--- config.mk ---
export PLATFORM = sky130hd
export DESIGN_NAME = layer_vec_serializer
export DESIGN_NICKNAME = d
export VERILOG_FILES = /design/src/rtl/layer_vec_serializer.sv
export SDC_FILE = /design/constraint.sdc
export NUM_CORES = 1
export LEC_CHECK = 0
export BUFFER_PORTS_ARGS = -buffer_cell sky130_fd_sc_hd__buf_2
export CORE_MARGIN = 4
export CORE_UTILIZATION = 57
export CTS_CLUSTER_SIZE = 24
export DETAILED_ROUTE_END_ITERATION = 8
export GPL_ROUTABILITY_DRIVEN = 0
export PLACE_DENSITY = 0.86
export SLEW_MARGIN = 25
export SYNTH_ARGS = -nofsm -noshare
export SYNTH_HDL_FRONTEND = slang
export SYNTH_SLANG_ARGS = --single-unit
--- constraint.sdc ---
create_clock -name clk -period 4.52 [get_ports clk]
set_input_delay 0.678 -clock clk [delete_from_list [all_inputs] [get_ports clk]]
set_output_delay 0.678 -clock clk [all_outputs]
set_load 0.01 [all_outputs]
--- src/rtl/layer_vec_serializer.sv ---
// Purpose : capture one layer-input vector plus its instance id and stream it word by word.
// Latency : first out_valid 1 cycle after load; then one word per handshake.
// Backpres: out_ready low holds every output stable; valid is never retracted mid-vector.
//
// Ports:
//   clk, rstb          clock; asynchronous active-low reset
//   load, v_in, id_in  capture request from the ringbuffer (vector + prover instance id)
//   out_valid/out_ready/out_data/out_idx/out_last/out_id  word stream to the prover layer
//   busy, done         streaming status; done pulses the cycle after the final handshake
//   overrun            sticky "load dropped while streaming" flag
// Optional feature macro: LAYER_VEC_SER_OVERRUN_EN (undefined -> overrun tied 0, drops silent).
module layer_vec_serializer #(
  parameter int ninputs   = 8,
  parameter int layer_num = 0,
  parameter int F_NBITS   = 32,
  localparam int IW       = (ninputs > 1) ? $clog2(ninputs) : 1
) (
  input  logic                             clk,
  input  logic                             rstb,
  input  logic                             load,
  input  logic [ninputs-1:0][F_NBITS-1:0]  v_in,
  input  logic [31:0]                      id_in,
  output logic                             out_valid,
  input  logic                             out_ready,
  output logic [F_NBITS-1:0]               out_data,
  output logic [IW-1:0]                    out_idx,
  output logic                             out_last,
  output logic [31:0]                      out_id,
  output logic                             busy,
  output logic                             done,
  output logic                             overrun
);

  if (ninputs < 1) begin : g_bad_cfg
    $error("layer_vec_serializer layer %0d: ninputs must be >= 1", layer_num);
  end

  typedef enum logic {IDLE, STREAM} state_t;

  localparam logic [IW-1:0] LAST_IDX = IW'(ninputs - 1);

  state_t                          state;
  logic [ninputs-1:0][F_NBITS-1:0] shadow;
  logic                            fin_hs;

  // Final handshake of the current vector; a load arriving here is a legal back-to-back reload.
  assign out_last = out_valid && (out_idx == LAST_IDX);
  assign fin_hs   = out_last && out_ready;

  if (ninputs == 1) begin : g_mux1
    assign out_data = shadow[0];
  end else begin : g_muxn
    assign out_data = shadow[out_idx];
  end

  always_ff @(posedge clk or negedge rstb) begin
    if (!rstb) begin
      state     <= IDLE;
      shadow    <= '0;
      out_idx   <= '0;
      out_id    <= '0;
      out_valid <= 1'b0;
      busy      <= 1'b0;
      done      <= 1'b0;
    end else begin
      done <= 1'b0;
      case (state)
        IDLE: begin
          if (load) begin
            shadow    <= v_in;
            out_id    <= id_in;
            out_idx   <= '0;
            out_valid <= 1'b1;
            busy      <= 1'b1;
            state     <= STREAM;
          end
        end
        STREAM: begin
          if (fin_hs) begin
            done <= 1'b1;
            if (load) begin
              // Reload in place: stay in STREAM so out_valid never drops between vectors.
              shadow  <= v_in;
              out_id  <= id_in;
              out_idx <= '0;
            end else begin
              out_idx   <= '0;
              out_valid <= 1'b0;
              busy      <= 1'b0;
              state     <= IDLE;
            end
          end else if (out_ready) begin
            out_idx <= out_idx + 1'b1;
          end
        end
        default: state <= IDLE;
      endcase
    end
  end

`ifdef LAYER_VEC_SER_OVERRUN_EN
  logic drop;
  logic overrun_q;

  // A load while streaming is only accepted on the final handshake; anything else is lost.
  assign drop    = load && (state == STREAM) && !fin_hs;
  assign overrun = overrun_q;

  always_ff @(posedge clk or negedge rstb) begin
    if (!rstb) begin
      overrun_q <= 1'b0;
    end else if (drop) begin
      overrun_q <= 1'b1;
    end
  end

  always @(posedge clk) begin
    if (rstb) begin
      assert (!drop)
        else $error("layer_vec_serializer layer %0d: load dropped while streaming", layer_num);
    end
  end
`else
  assign overrun = 1'b0;
`endif

endmodule
After elaboration in Yosys (flattened, before gate mapping) --
Cells that the tools add are included.
Word-level totals: register bits 294, logic and storage cells 46, output and inout port bits 72
Operators by class: $add $sub $neg 1, eq/ne operators 5, mux-type cells 21, reduce and logical (&&, ||, !) cells 4, bitwise gates (word level) 1, $lt $le $gt $ge 1
Operators with widths (count):
- $mux W256 | 2
- $pmux W256 S2 | 1
- $bmux W32 S3 | 1
- $mux W32 | 3
- $pmux W32 S2 | 1
- $mux W3 | 3
- $mux W1 | 7
- $pmux W3 S2 | 1
- $lt A3 B4 Y1 const B | 1
- $ne A2 B2 Y1 const B | 2
- $pmux W1 S2 | 2
- $add A3 B1 Y3 const B | 1
- $eq A3 B3 Y1 const B | 1
- $ne A3 B2 Y1 const B | 1
- $reduce_and A3 Y1 | 1
- $logic_and A1 B1 Y1 | 2
- $ne A2 B1 Y1 const B | 1
- $reduce_and A2 Y1 | 1
- $not A1 Y1 | 1

Logic depth before layout (Yosys ltp) --
word-level depth 5, gate-level depth with buffers 8, gate-level depth less buffers 5

Least setup slack after synthesis --
No wires, ideal clock.
path kind register to output, from reg out_idx[1], to out out_data[6], path slack 2.251 ns, data arrival time 1.591 ns, data required time 3.842 ns, cell stages (with the launch flop) 5, cells stage by stage dfrtp_1 -> buf_6 -> buf_8 -> mux4_1 -> mux2_2
Between the ends: cells in the longest elaborated chain, start to end 2
RTL lines:
- start: declaration | RTL line 26 | output logic [IW-1:0] out_idx,
- start signal: assignment | RTL line 93 | out_idx <= out_idx + 1'b1;
- $bmux W32 S3 | RTL line 53 | assign out_data = shadow[out_idx];
- $mux W32 (not written as such) | RTL line 53
- end: declaration | RTL line 25 | output logic [F_NBITS-1:0] out_data,
Every way passes these cells. The select of a mux whose other input is x is not followed.

Worst setup path in the final report --
from reg out_idx[1], to out out_data[8]
Same word-level chain as after synthesis.

==> impl_metrics.py <==
metrics = {
    "outcome": {
        "status": "completed",
    },
    "worst_setup_path": {
        "crit_buf_inv": 2,
        "path_cells": "buf_12 > mux4_1 > mux2_2 > buf_2",
        "cpPeakStageDelay_ps": 790,
        "critPathLaunchType": "register",
        "cp-end-kind": "output port",
        "critical_path_peak_fanout": 41,
        "crit_family": "multiplexers",
        "cp_slowest_cell": "dfrtp_4",
        "worstSetupPathType": "reg -> out",
        "worstPathArrival_ps": 2770,
        "crit_required_ps": 3840,
    },
    "sta": {
        "hold_viol_final": 0,
        "fin_crit_ps": 3450,
        "finalWorstSetupSlack_ps": 1070,
        "final-max-slew-violation-count": 0,
        "setup_tns_ps": 0,
        "max_freq_ghz": 0.290,
        "rsz0062_at_grt": "no",
        "min_period_over_period": 0.764,
        "worst_slew_pin_slew_ps": 820,
        "relSlewSlack": 0.453,
        "setup_viol_count_final": 0,
        "fin_skew_ps": 6.77,
    },
    "placed_design": {
        "placed_cells": 1349,
        "dpl.hpwl_mm": 21.2,
        "port_buffers": 362,
        "dp_slack_ps": 1560,
    },
    "synthesis": {
        "yosysMostFrequentCell": "dfrtp_1",
        "async_reset_ff_frac": 1.00,
        "syn_inst": 749,
        "synth_area_mm2": 0.0130,
        "synth_top_area_frac": 0.566,
        "synth_seq_cells": 294,
        "synth_warnings": 0,
        "synth_nets": 1043,
        "synth_edf_count": 0,
        "synth_top_area_cell": "dfrtp_1",
        "yosys-top-cells-area": "dfrtp_1 57%, mux2_1 19%, mux4_2 11%, mux2_2 8.7%, buf_6 2.6%",
        "synthFlopType": "dfrtp_1",
        "synth_cell_types": 22,
        "netlist_top_cells_count": "294 x dfrtp_1, 220 x mux2_1, 101 x mux2_2",
        "syn_area_per_cell_um2": 17.4,
        "yosysSeqAreaShare": 0.566,
    },
    "detailed_routing": {
        "wl_per_cell_um": 21.4,
        "via_per_inst": 5.58,
        "first_iter_violations": 386,
        "drt_pre_antenna_iters": 6,
        "remaining_drc_errors": 0,
        "wl_mm": 30.3,
        "postRouteAntennaNets": 0,
        "vias": 7906,
    },
    "floorplan": {
        "rows": 54,
        "fp.dieH_um": 159,
        "design.portCount": 364,
        "dieArea_mm2": 0.0253,
        "core_area_mm2": 0.0221,
        "die_x_um": 159,
        "initial_core_util": 0.588,
    },
    "grt": {
        "first_global_vias": 8914,
        "grt_usage": 0.237,
        "grt_pass1_wl_mm": 48.2,
        "antenna_found_initial": 16,
        "gr-total-overflow": 0,
        "grt_max_degree": 113,
    },
    "finish": {
        "syn_to_final_growth_pct": 22.2,
        "final_nets": 1395,
        "fin_cells": 1416,
        "final_layout_size_suffix_gt1_frac": 0.519,
    },
    "clock_tree": {
        "clock-sinks": 294,
        "cts.htree.levels": 1,
        "clk_path_buf_depth": 3,
        "cts_hold_buf": 0,
        "cts_resized": 0,
        "post-cts-setup-buffer-count": 0,
        "clk_latency_ps": 540,
        "clk_pin_slew_worst_paths_ps": 60,
        "cts_tree": "built",
        "cts_made_buffers": 30,
        "cts_root_buf": "clkbuf_16",
    },
    "power_and_ir_drop": {
        "powerDensity_mw_per_mm2": 471,
        "power.static_leakage_nw": 7.59,
        "ir_worst_vdd_v": 0.000456,
    },
    "hold_path": {
        "min_path_type": "in -> async",
    },
    "run": {
        "cap_violations": 0,
    },
}
## final timing paths
check | end | slack, ps | start | cells after the start
max in group asynchronous | shadow[119] | 3150 | rstb | 2
hold / removal | shadow[50] | 190 | rstb | 1
setup / recovery | out_data[8] | 1070 | out_idx[1] | 4
hold reg to reg | out_id[1] | 480 | out_id[1] | 1
setup reg to reg | shadow[169] | 1550 | out_idx[1] | 6
min in group clk | out_id[2] | 350 | id_in[2] | 2
## logic make-up (layout without fill, tap and decap cells)
family | Yosys count | count (layout) | synth area share
mux | 386 | 386 | 0.391
other cells | 1 | 12 | 0.000288
simple gates | 7 | 7 | 0.00241
fa+ha+maj | 2 | 2 | 0.00192
flops | 294 | 294 | 0.566
compound gates | 6 | 6 | 0.00327
buf+inv | 53 | 429 | 0.0355
## layout by cell type, fill, tap and decap left out, types with 6 or more instances in the layout
cell / Yosys / routed
mux2_1: 220 / 220
clkbuf_1: 4 / 10
clkbuf_16: 0 / 31
dfrtp_1: 294 / 291
mux4_2: 61 / 61
clkinv_2: 0 / 6
buf_2: 15 / 361
diode_2: 0 / 11
mux2_2: 101 / 101
## cell type report
| cell class | instances | area, µm² |
|---|---|---|
| Antenna cell | 11 | 27.5 |
| Clock buffer | 46 | 882 |
| Clock inverter | 10 | 106 |
| Fill cell | 1433 | 6210 |
| Inverter | 1 | 3.75 |
| Multi-Input combinational cell | 402 | 5190 |
| Sequential cell | 294 | 7370 |
| Tap cell | 280 | 350 |
| Timing Repair Buffer | 372 | 1960 |
## registers in the layout, indices dropped and copies added, names as in the netlist
signal   cells
out_idx      3
done         1
state        1
busy         1
out_id      32
shadow     256
## power by group
part	internal (mW)	switching, mW	total, mW
clock	1.45	0.997	2.45
combinational	1.04	0.718	1.75
sequential	2.99	0.281	3.27
total	5.48	2.00	7.48
## layer usage
| layer | global-route usage | wire, µm | vias up |
|---|---|---|---|
| li1 | - | - | 3505 |
| met1 | 0.290 | 11600 | 4022 |
| met2 | 0.403 | 15300 | 305 |
| met3 | 0.0740 | 2630 | 66 |
| met4 | 0.0840 | 772 | 8 |
| met5 | 0 | 49 | - |
## stage by stage
stage	power (mW)	util	cell area [µm²]	hold WS (ps)
after detailed placement	5.09	0.673	14900	469
final	7.48	0.719	15900	187
after floorplan	4.43	-	13000	382
after CTS	7.58	0.718	15900	208
after global placement	5.02	0.673	14900	462
after global routing	7.84	0.719	15900	244
No activity file was read; power rests on OpenSTA's default activity.
